<file path="src/rtl/sme_job_sched.sv">
// sme_job_sched: shares one string-matching engine between two byte-stream clients.
// A round-robin arbiter picks a client. The FSM waits for the engine to re-enter its
// Load phase, then forwards the client's string and pattern bytes while checking their
// order and length. It captures the engine verdict and returns it tagged with the
// client id. Only the engine/ack path is combinational; every other output is registered.
module sme_job_sched #(
    parameter int TIMEOUT = 1024,
    parameter int MAX_STR = 32,
    parameter int MAX_PAT = 8
) (
    input  logic       clk,
    input  logic       reset,
    input  logic [1:0] c_req,
    input  logic [7:0] c0_data,
    input  logic [2:0] c0_flags,
    input  logic [7:0] c1_data,
    input  logic [2:0] c1_flags,
    output logic [1:0] c_gnt,
    output logic [1:0] c_ack,
    output logic [7:0] eng_chardata,
    output logic       eng_isstring,
    output logic       eng_ispattern,
    input  logic       eng_valid,
    input  logic       eng_match,
    input  logic [4:0] eng_index,
    output logic       res_valid,
    output logic       res_id,
    output logic       res_match,
    output logic [4:0] res_index,
    output logic       res_err
);

    localparam int TMO_W = $clog2(TIMEOUT) + 1;

    localparam logic [2:0] ST_IDLE = 3'd0;
    localparam logic [2:0] ST_ARB  = 3'd1;
    localparam logic [2:0] ST_SYNC = 3'd2;
    localparam logic [2:0] ST_XFER = 3'd3;
    localparam logic [2:0] ST_WAIT = 3'd4;
    localparam logic [2:0] ST_RESP = 3'd5;

    localparam logic [5:0]       MAX_STR_C = 6'(MAX_STR);
    localparam logic [3:0]       MAX_PAT_C = 4'(MAX_PAT);
    localparam logic [TMO_W-1:0] TMO_LAST  = TMO_W'(TIMEOUT - 1);

    // state registers
    logic [2:0]       st_reg, st_next;
    logic [1:0]       c_gnt_reg, c_gnt_next;
    logic             rr_reg, rr_next;          // client favoured on a tie
    logic [5:0]       str_cnt_reg, str_cnt_next;
    logic [3:0]       pat_cnt_reg, pat_cnt_next;
    logic [TMO_W-1:0] tmo_cnt_reg, tmo_cnt_next;
    logic             err_reg, err_next;        // sticky job error
    logic             res_valid_reg, res_valid_next;
    logic             res_id_reg, res_id_next;
    logic             res_match_reg, res_match_next;
    logic [4:0]       res_index_reg, res_index_next;
    logic             res_err_reg, res_err_next;

    // datapath of the byte currently offered by the granted client
    logic             gid;
    logic [7:0]       sel_data;
    logic [2:0]       sel_flags;
    logic             sel_last, sel_pat, sel_str;
    logic             fwd;
    logic             bubble;
    logic             str_order_err, str_ovf, pat_ovf;
    logic             drop;
    logic             pass;
    logic             byte_err;
    logic             wait_err;
    logic [TMO_W-1:0] tmo_inc;

    assign gid       = c_gnt_reg[1];
    assign sel_data  = gid ? c1_data  : c0_data;
    assign sel_flags = gid ? c1_flags : c0_flags;
    assign sel_last  = sel_flags[2];
    assign sel_pat   = sel_flags[1];
    assign sel_str   = sel_flags[0];

    // A byte is consumed every XFER cycle, and in SYNC only on the engine's Load strobe
    assign fwd = (st_reg == ST_XFER) | ((st_reg == ST_SYNC) & eng_valid);

    // A string byte after any forwarded pattern byte breaks the engine's Load order
    assign str_order_err = sel_str & (pat_cnt_reg != 4'd0);
    assign str_ovf       = sel_str & (str_cnt_reg >= MAX_STR_C);
    assign pat_ovf       = sel_pat & (pat_cnt_reg >= MAX_PAT_C);
    assign bubble        = ~sel_str & ~sel_pat;
    assign drop          = str_order_err | str_ovf | pat_ovf;
    assign pass          = fwd & ~drop;
    assign byte_err      = drop | bubble;

    // A job that never delivered a pattern byte still runs, but its verdict is flagged
    assign wait_err = err_reg | (pat_cnt_reg == 4'd0);

    assign tmo_inc = (tmo_cnt_reg == '1) ? tmo_cnt_reg : tmo_cnt_reg + TMO_W'(1);

    // Dropped bytes reach the engine as idle cycles (all zero)
    assign eng_chardata  = (pass & (sel_str | sel_pat)) ? sel_data : 8'h00;
    assign eng_isstring  = pass & sel_str;
    assign eng_ispattern = pass & sel_pat;

    genvar gi;
    generate
        for (gi = 0; gi < 2; gi++) begin : g_ack
            assign c_ack[gi] = c_gnt_reg[gi] & fwd;
        end
    endgenerate

    assign c_gnt     = c_gnt_reg;
    assign res_valid = res_valid_reg;
    assign res_id    = res_id_reg;
    assign res_match = res_match_reg;
    assign res_index = res_index_reg;
    assign res_err   = res_err_reg;

    // next-state, counter and result computation
    always_comb begin
        st_next        = st_reg;
        c_gnt_next     = c_gnt_reg;
        rr_next        = rr_reg;
        str_cnt_next   = str_cnt_reg;
        pat_cnt_next   = pat_cnt_reg;
        tmo_cnt_next   = tmo_cnt_reg;
        err_next       = err_reg;
        res_valid_next = 1'b0;
        res_id_next    = res_id_reg;
        res_match_next = res_match_reg;
        res_index_next = res_index_reg;
        res_err_next   = res_err_reg;

        // byte accounting for whatever the client handed over this cycle
        if (fwd) begin
            if (pass & sel_str & (str_cnt_reg != 6'h3f)) begin
                str_cnt_next = str_cnt_reg + 6'd1;
            end
            if (pass & sel_pat & (pat_cnt_reg != 4'hf)) begin
                pat_cnt_next = pat_cnt_reg + 4'd1;
            end
            if (byte_err) begin
                err_next = 1'b1;
            end
        end

        case (st_reg)
            ST_IDLE: begin
                if (|c_req) begin
                    st_next = ST_ARB;
                end
            end
            ST_ARB: begin
                str_cnt_next = 6'd0;
                pat_cnt_next = 4'd0;
                tmo_cnt_next = '0;
                err_next     = 1'b0;
                if (c_req == 2'b00) begin
                    st_next = ST_IDLE;
                end else begin
                    // on a tie the favoured client wins; otherwise the lone requester
                    if ((c_req == 2'b11) ? rr_reg : c_req[1]) begin
                        c_gnt_next = 2'b10;
                    end else begin
                        c_gnt_next = 2'b01;
                    end
                    st_next = ST_SYNC;
                end
            end
            ST_SYNC: begin
                if (eng_valid) begin
                    tmo_cnt_next = '0;
                    st_next      = (sel_last | bubble) ? ST_WAIT : ST_XFER;
                end else if (tmo_cnt_reg == TMO_LAST) begin
                    st_next        = ST_RESP;
                    res_valid_next = 1'b1;
                    res_id_next    = gid;
                    res_match_next = 1'b0;
                    res_index_next = 5'd0;
                    res_err_next   = 1'b1;
                end else begin
                    tmo_cnt_next = tmo_inc;
                end
            end
            ST_XFER: begin
                if (sel_last | bubble) begin
                    tmo_cnt_next = '0;
                    st_next      = ST_WAIT;
                end
            end
            ST_WAIT: begin
                // the strobe in the first WAIT cycle belongs to the previous Check
                if (eng_valid && (tmo_cnt_reg != '0)) begin
                    st_next        = ST_RESP;
                    res_valid_next = 1'b1;
                    res_id_next    = gid;
                    res_match_next = wait_err ? 1'b0 : eng_match;
                    res_index_next = wait_err ? 5'd0 : eng_index;
                    res_err_next   = wait_err;
                end else if (tmo_cnt_reg == TMO_LAST) begin
                    st_next        = ST_RESP;
                    res_valid_next = 1'b1;
                    res_id_next    = gid;
                    res_match_next = 1'b0;
                    res_index_next = 5'd0;
                    res_err_next   = 1'b1;
                end else begin
                    tmo_cnt_next = tmo_inc;
                end
            end
            ST_RESP: begin
                c_gnt_next = 2'b00;
                rr_next    = ~gid;
                st_next    = ST_IDLE;
            end
            default: begin
                c_gnt_next = 2'b00;
                st_next    = ST_IDLE;
            end
        endcase
    end

    // register update; reset abandons any job without reporting it
    always_ff @(posedge clk or posedge reset) begin
        if (reset) begin
            st_reg        <= ST_IDLE;
            c_gnt_reg     <= 2'b00;
            rr_reg        <= 1'b0;
            str_cnt_reg   <= 6'd0;
            pat_cnt_reg   <= 4'd0;
            tmo_cnt_reg   <= '0;
            err_reg       <= 1'b0;
            res_valid_reg <= 1'b0;
            res_id_reg    <= 1'b0;
            res_match_reg <= 1'b0;
            res_index_reg <= 5'd0;
            res_err_reg   <= 1'b0;
        end else begin
            st_reg        <= st_next;
            c_gnt_reg     <= c_gnt_next;
            rr_reg        <= rr_next;
            str_cnt_reg   <= str_cnt_next;
            pat_cnt_reg   <= pat_cnt_next;
            tmo_cnt_reg   <= tmo_cnt_next;
            err_reg       <= err_next;
            res_valid_reg <= res_valid_next;
            res_id_reg    <= res_id_next;
            res_match_reg <= res_match_next;
            res_index_reg <= res_index_next;
            res_err_reg   <= res_err_next;
        end
    end

endmodule

</file>
<file path="config.mk">
export PLATFORM = sky130hd
export DESIGN_NAME = sme_job_sched
export DESIGN_NICKNAME = d
export VERILOG_FILES = /design/src/rtl/sme_job_sched.sv
export SDC_FILE = /design/constraint.sdc
export NUM_CORES = 1
export LEC_CHECK = 0
export ABC_CLOCK_PERIOD_IN_PS = 3510
export CAP_MARGIN = 15
export CORE_ASPECT_RATIO = 0.7
export CORE_UTILIZATION = 49
export DETAILED_ROUTE_END_ITERATION = 12
export PLACE_DENSITY = 0.8
export SYNTH_ARGS = -nofsm -noshare
export SYNTH_HDL_FRONTEND = slang
export SYNTH_SLANG_ARGS = --single-unit
</file>
<file path="constraint.sdc">
create_clock -name clk -period 3.51 [get_ports clk]
set_clock_uncertainty 0.15 [all_clocks]
set_input_delay 1.053 -clock clk [delete_from_list [all_inputs] [get_ports clk]]
set_output_delay 1.053 -clock clk [all_outputs]
set_load 0.05 [all_outputs]
</file>
# Word-level counts from Yosys, hierarchy flattened
# Cells that the tools add are included.
op_classes:
  addsub: 3
  n_lt_le_gt_ge: 2
  n_eq_ne: 15
  muxes: 52
  n_bitwise: 25
  reduce_logical: 21
op_table:
  columns: ["op", "n"]
  rows:
  - ["$mux W11", 5]
  - ["$pmux W11 S4", 1]
  - ["$mux W3", 7]
  - ["$mux W5", 4]
  - ["$mux W6", 3]
  - ["$mux W1", 17]
  - ["$mux W8", 2]
  - ["$pmux W3 S5", 1]
  - ["$and A1 B1 Y1", 13]
  - ["$mux W4", 3]
  - ["$reduce_and A2 Y1", 6]
  - ["$add A11 B1 Y11 const B", 1]
  - ["$eq A11 B10 Y1 const B", 1]
  - ["$eq A11 B11 Y1 const B", 1]
  - ["$reduce_bool A11 Y1", 1]
  - ["$pmux W5 S2", 1]
  - ["$reduce_bool A2 Y1", 5]
  - ["$ne A2 B2 Y1 const B", 4]
  - ["$pmux W1 S2", 4]
  - ["$reduce_bool A4 Y1", 2]
  - ["$or A1 B1 Y1", 7]
  - ["$add A6 B1 Y6 const B", 1]
  - ["$eq A3 B2 Y1 const B", 2]
  - ["$eq A3 B3 Y1 const B", 2]
  - ["18 further kinds", 24]
totals:
  ff_bits: 37
  input_bits: 33
  out_inout_bits: 23
  wordCells: 130

# Depth between registers and ports, before layout
logic_depth:
  ltp_word: 11
  depth_mapped: 9
  depth_no_buf: 8

# Worst setup path after synthesis
# OpenSTA, ideal clock, no wires.
synth_timing:
  path_type: "register to output"
  start: "reg c_gnt_reg[1], in the netlist c_gnt[1]"
  end: "out eng_chardata[0]"
  arrival_time_ns: 2.574
  t_required_ns: 2.307
  slack_ns: -0.267
  stages_incl_launch_ff: 8
  path_buffers: 2
  path_cell_list: "dfrtp_1 clkbuf_1 mux2i_1 or2_2 o21ai_0 or2_2 clkbuf_1 nor2_1"
synth_between:
  elab_chain_len: 8
  elab_cells_between_ends: 12
  classes_between: "3 x mux; 9 x bitwise"
synth_lines:
  columns: ["item", "line_no", "rtl"]
  rows:
  - ["start, declared", "48", "logic [1:0] c_gnt_reg, c_gnt_next;"]
  - ["start signal, assigned", "238", "c_gnt_reg <= c_gnt_next;"]
  - ["$mux W3", "76", "assign sel_flags = gid ? c1_flags : c0_flags;"]
  - ["$and A1 B1 Y1 (on tied branches)", "85, 86", null]
  - ["$or A1 B1 Y1 (2 in series)", "89", "assign drop = str_order_err | str_ovf | pat_ovf;"]
  - ["$not A1 Y1", "90", "assign pass = fwd & ~drop;"]
  - ["$and A1 B1 Y1", "90", null]
  - ["$and A1 B1 Y1", "99", "assign eng_chardata = (pass & (sel_str | sel_pat)) ? sel_data : 8'h00;"]
  - ["$mux W8 *", "99", null]
  - ["end, declared", "20", "output logic [7:0] eng_chardata,"]
# Mark *: on every way between the ends. The rest lies on a longest branch, timed or not.

# Worst setup path after layout
layout_timing:
  start: "in c0_flags[0]"
  end: "out eng_isstring"
layout_between:
  elab_chain_len: 7
  elab_cells_between_ends: 8
  classes_between: "1 x mux; 7 x bitwise"
layout_lines:
  columns: ["item", "line_no", "rtl"]
  rows:
  - ["start, declared", "15", "input logic [2:0] c0_flags,"]
  - ["$mux W3 *", "76", null]
  - ["$and A1 B1 Y1 (on tied branches)", "85, 86", null]
  - ["$or A1 B1 Y1 (2 in series)", "89", null]
  - ["$not A1 Y1", "90", null]
  - ["$and A1 B1 Y1", "90", null]
  - ["$and A1 B1 Y1 *", "100", "assign eng_isstring = pass & sel_str;"]
  - ["end, declared", "21", "output logic eng_isstring,"]
# Marks and branches as above.

==> metrics <==
status=finished clean; crit-path max cell delay=0.31 ns; drt pass-1 iters=5; Routed wire per std cell=17.2 um; drt via density=5.85; worst hold start=res_index[2]; WL final=6350 um; I/O Pins=56; Setup WS post-layout=0.0201 ns; drt first-iter violations=241; vias in the first global route=2163; highest clock rate=287 MHz; Reg clk slew, reported paths=0.08 ns; most common cell after layout, fill and taps aside=clkdlybuf4s50_1; Gate power share=55.3%; switch share=40.9%; Sink Count=37; pre-CTS setup slack=-0.512 ns; Root Driver=clkbuf_8; post-synth top area share=43.0%; max FFs per register=11; worst rel slew slack=64.7%; Crit path required time=2.31 ns; setup TNS=0 ns; fin nets=354; syn nets=268; PortBufs=55; H-tree Lvls=2; Clock power frac=19.2%; async set or reset register ratio after synthesis=100%; die extent in y=57.4 um; initial antenna violation count=0; hold crit path type=flip-flop to flip-flop; routability cong.=0.860; PD cells=705 mW/mm^2; Synth area leader=dfrtp_1; Final period util=99.4%; post-DP HPWL=3930 um; Syn. warnings=0; synthesized area=0.00215 mm^2; die footprint=0.00466 mm^2; Synth cell types=49; Total GRT Usage=29.7%; Net Switching=958 uW; Worst Hold Depth=1; Ant. Diodes=0; VDD IR max=0.476 mV; EDFF count, synth=0; Tmin final=3.49 ns; Setup crit end kind=primary output; via count=2154; worst skew pair latency=0.30 ns; Setup CP Type=input port to primary output; Internal Pwr Total=1.39 mW; CP dominant cell by count=buf_4; Worst Hold End=res_index[2]; RSZ-0062 raised after global routing=true; CTS tree=yes; worst slew pin tran=0.529 ns; Area contributors post-synth=dfrtp_1 (43%), nor2_1 (6.1%), mux2i_1 (5.6%); commonest cells after routing, fill and taps aside=clkdlybuf4s50_1 (38), dfrtp_1 (36), buf_4 (35); Worst EP arrival=2.29 ns; share of cells above drive strength 1=30.4%; DRC errors left=0; Die X=81.2 um; Crit Path Max Fanout=3; largest net degree at the start of global routing=38; total congestion overflow=0; r2r setup slk=0.16 ns; Initial Utilization=52.9%; Static Leak=1.48 nW; Slew Limit Fails=0; register share of total power=25.5%; Num CTS Buffers=5; post-route insts no fill=368; Reg-to-Reg End=err_reg; Max Cap Violations=0; CP cell instances=buf_2 > mux2i_2 > buf_4 > buf_4 > buf_4 > buf_4 > nor3b_2 > buf_12; critical path launch point type=input port; CORE AREA=0.00407 mm^2; placed insts=339; Reg-to-Reg Start=pat_cnt_reg[0]; # setup viols final=0; Layout area overhead=54.5%; post-synthesis sequential area ratio=43.0%; slowest stage cell, crit path=nor3b_2; Cells after Synth=229; clk buf depth=2; Primary FF master, synth=dfrtp_1; R2R depth=21; WHS=0.356 ns; Avg Cell Area, Syn=9.39 um^2; global-route wire length before repair=10300 um; Final Hold Fails=0; #FFs+latches synth=37; cell row count=19; antenna viol nets, final=0
[per-stage QoR]
stage	total power, mW	instance area [um^2]	util [%]
2_1_floorplan	1.31	2220	-
3_3_place_gp	1.64	3000	73.8
3_5_place_dp	1.66	3000	73.8
4_1_cts	2.27	3300	81.3
5_1_grt	2.46	3320	81.7
6_report	2.34	3320	81.7
[layer usage]
layer  vias up  part of all wire (%)  global-route usage, %
met2       135                    45                   46.1
li1        991                     -                      -
met4         0                   2.7                   16.3
met3        15                    10                   8.48
met5         -                     0                      0
met1      1013                    42                   37.5
[power by group through the flow]
stage	Sequential (mW)	Clock [mW]	Combinational, mW
floorplan	0.697	0	0.611
global placement	0.590	0	1.05
detailed placement	0.597	0	1.07
CTS	0.591	0.453	1.23
global route	0.607	0.471	1.38
finish	0.597	0.449	1.30
[logic make-up after synthesis]
| kind of cell | Yosys count | share of synthesized area, % |
|---|---|---|
| and+or+nand+nor | 85 | 20.1 |
| buffers and inverters | 22 | 4.30 |
| adders and majority gates | 6 | 3.49 |
| AOI/OAI and AO/OA | 59 | 19.8 |
| muxes | 14 | 6.81 |
| DFF | 37 | 43.0 |
| xor gates and xnor gates | 6 | 2.44 |
[critical path: cells and delay by family]
kind	cells	cell delay (ns)
AND/OR/NAND/NOR	1	0.31
buffers and inverters	6	0.83
multiplexers	1	0.08
[repair_timing]
action / 4_1_cts / 5_1_grt
gates resized for setup: 22 / 5
buffers inserted: 20 / 1
endpoints found under the setup margin: 11 / 10
pin swaps: 8 / 3
hold buffers: 0 / 0
[how the worst max path moves through the flow]
stage	from	end	slack [ns]	cells past startpoint
final	c0_flags[0]	eng_isstring	0.02	8
after global routing	c0_flags[1]	err_reg	-0.02	20
after CTS	c0_flags[1]	eng_chardata[6]	0.001	6
after detailed placement	c0_flags[0]	eng_chardata[6]	-0.51	7
after global placement	c0_flags[0]	eng_chardata[1]	-0.42	7
after floorplan	c1_flags[0]	eng_chardata[0]	0.08	6
[cell usage after synthesis (all sizes together) (4+ instances only)]
| cell type | count |
|---|---|
| dfrtp | 37 |
| nor2 | 36 |
| a21oi | 16 |
| mux2i | 12 |
| nand2 | 12 |
| o21ai | 12 |
| inv | 11 |
| a22o | 6 |
| clkbuf | 6 |
| ha | 6 |
| nand2b | 6 |
| nand3 | 6 |
| and3 | 5 |
| buf | 5 |
| a31oi | 4 |
| and2 | 4 |
| o31ai | 4 |
[layout make-up]
cell class,instances,area (um^2)
multi-input combinational,170,1230
fill,218,743
timing repair buffer,90,918
clock buffer,5,68.8
clock inverter,3,68.8
tap,52,65.1
sequential,37,927
inverter,11,41.3
Power figures use the tool's default switching activity.
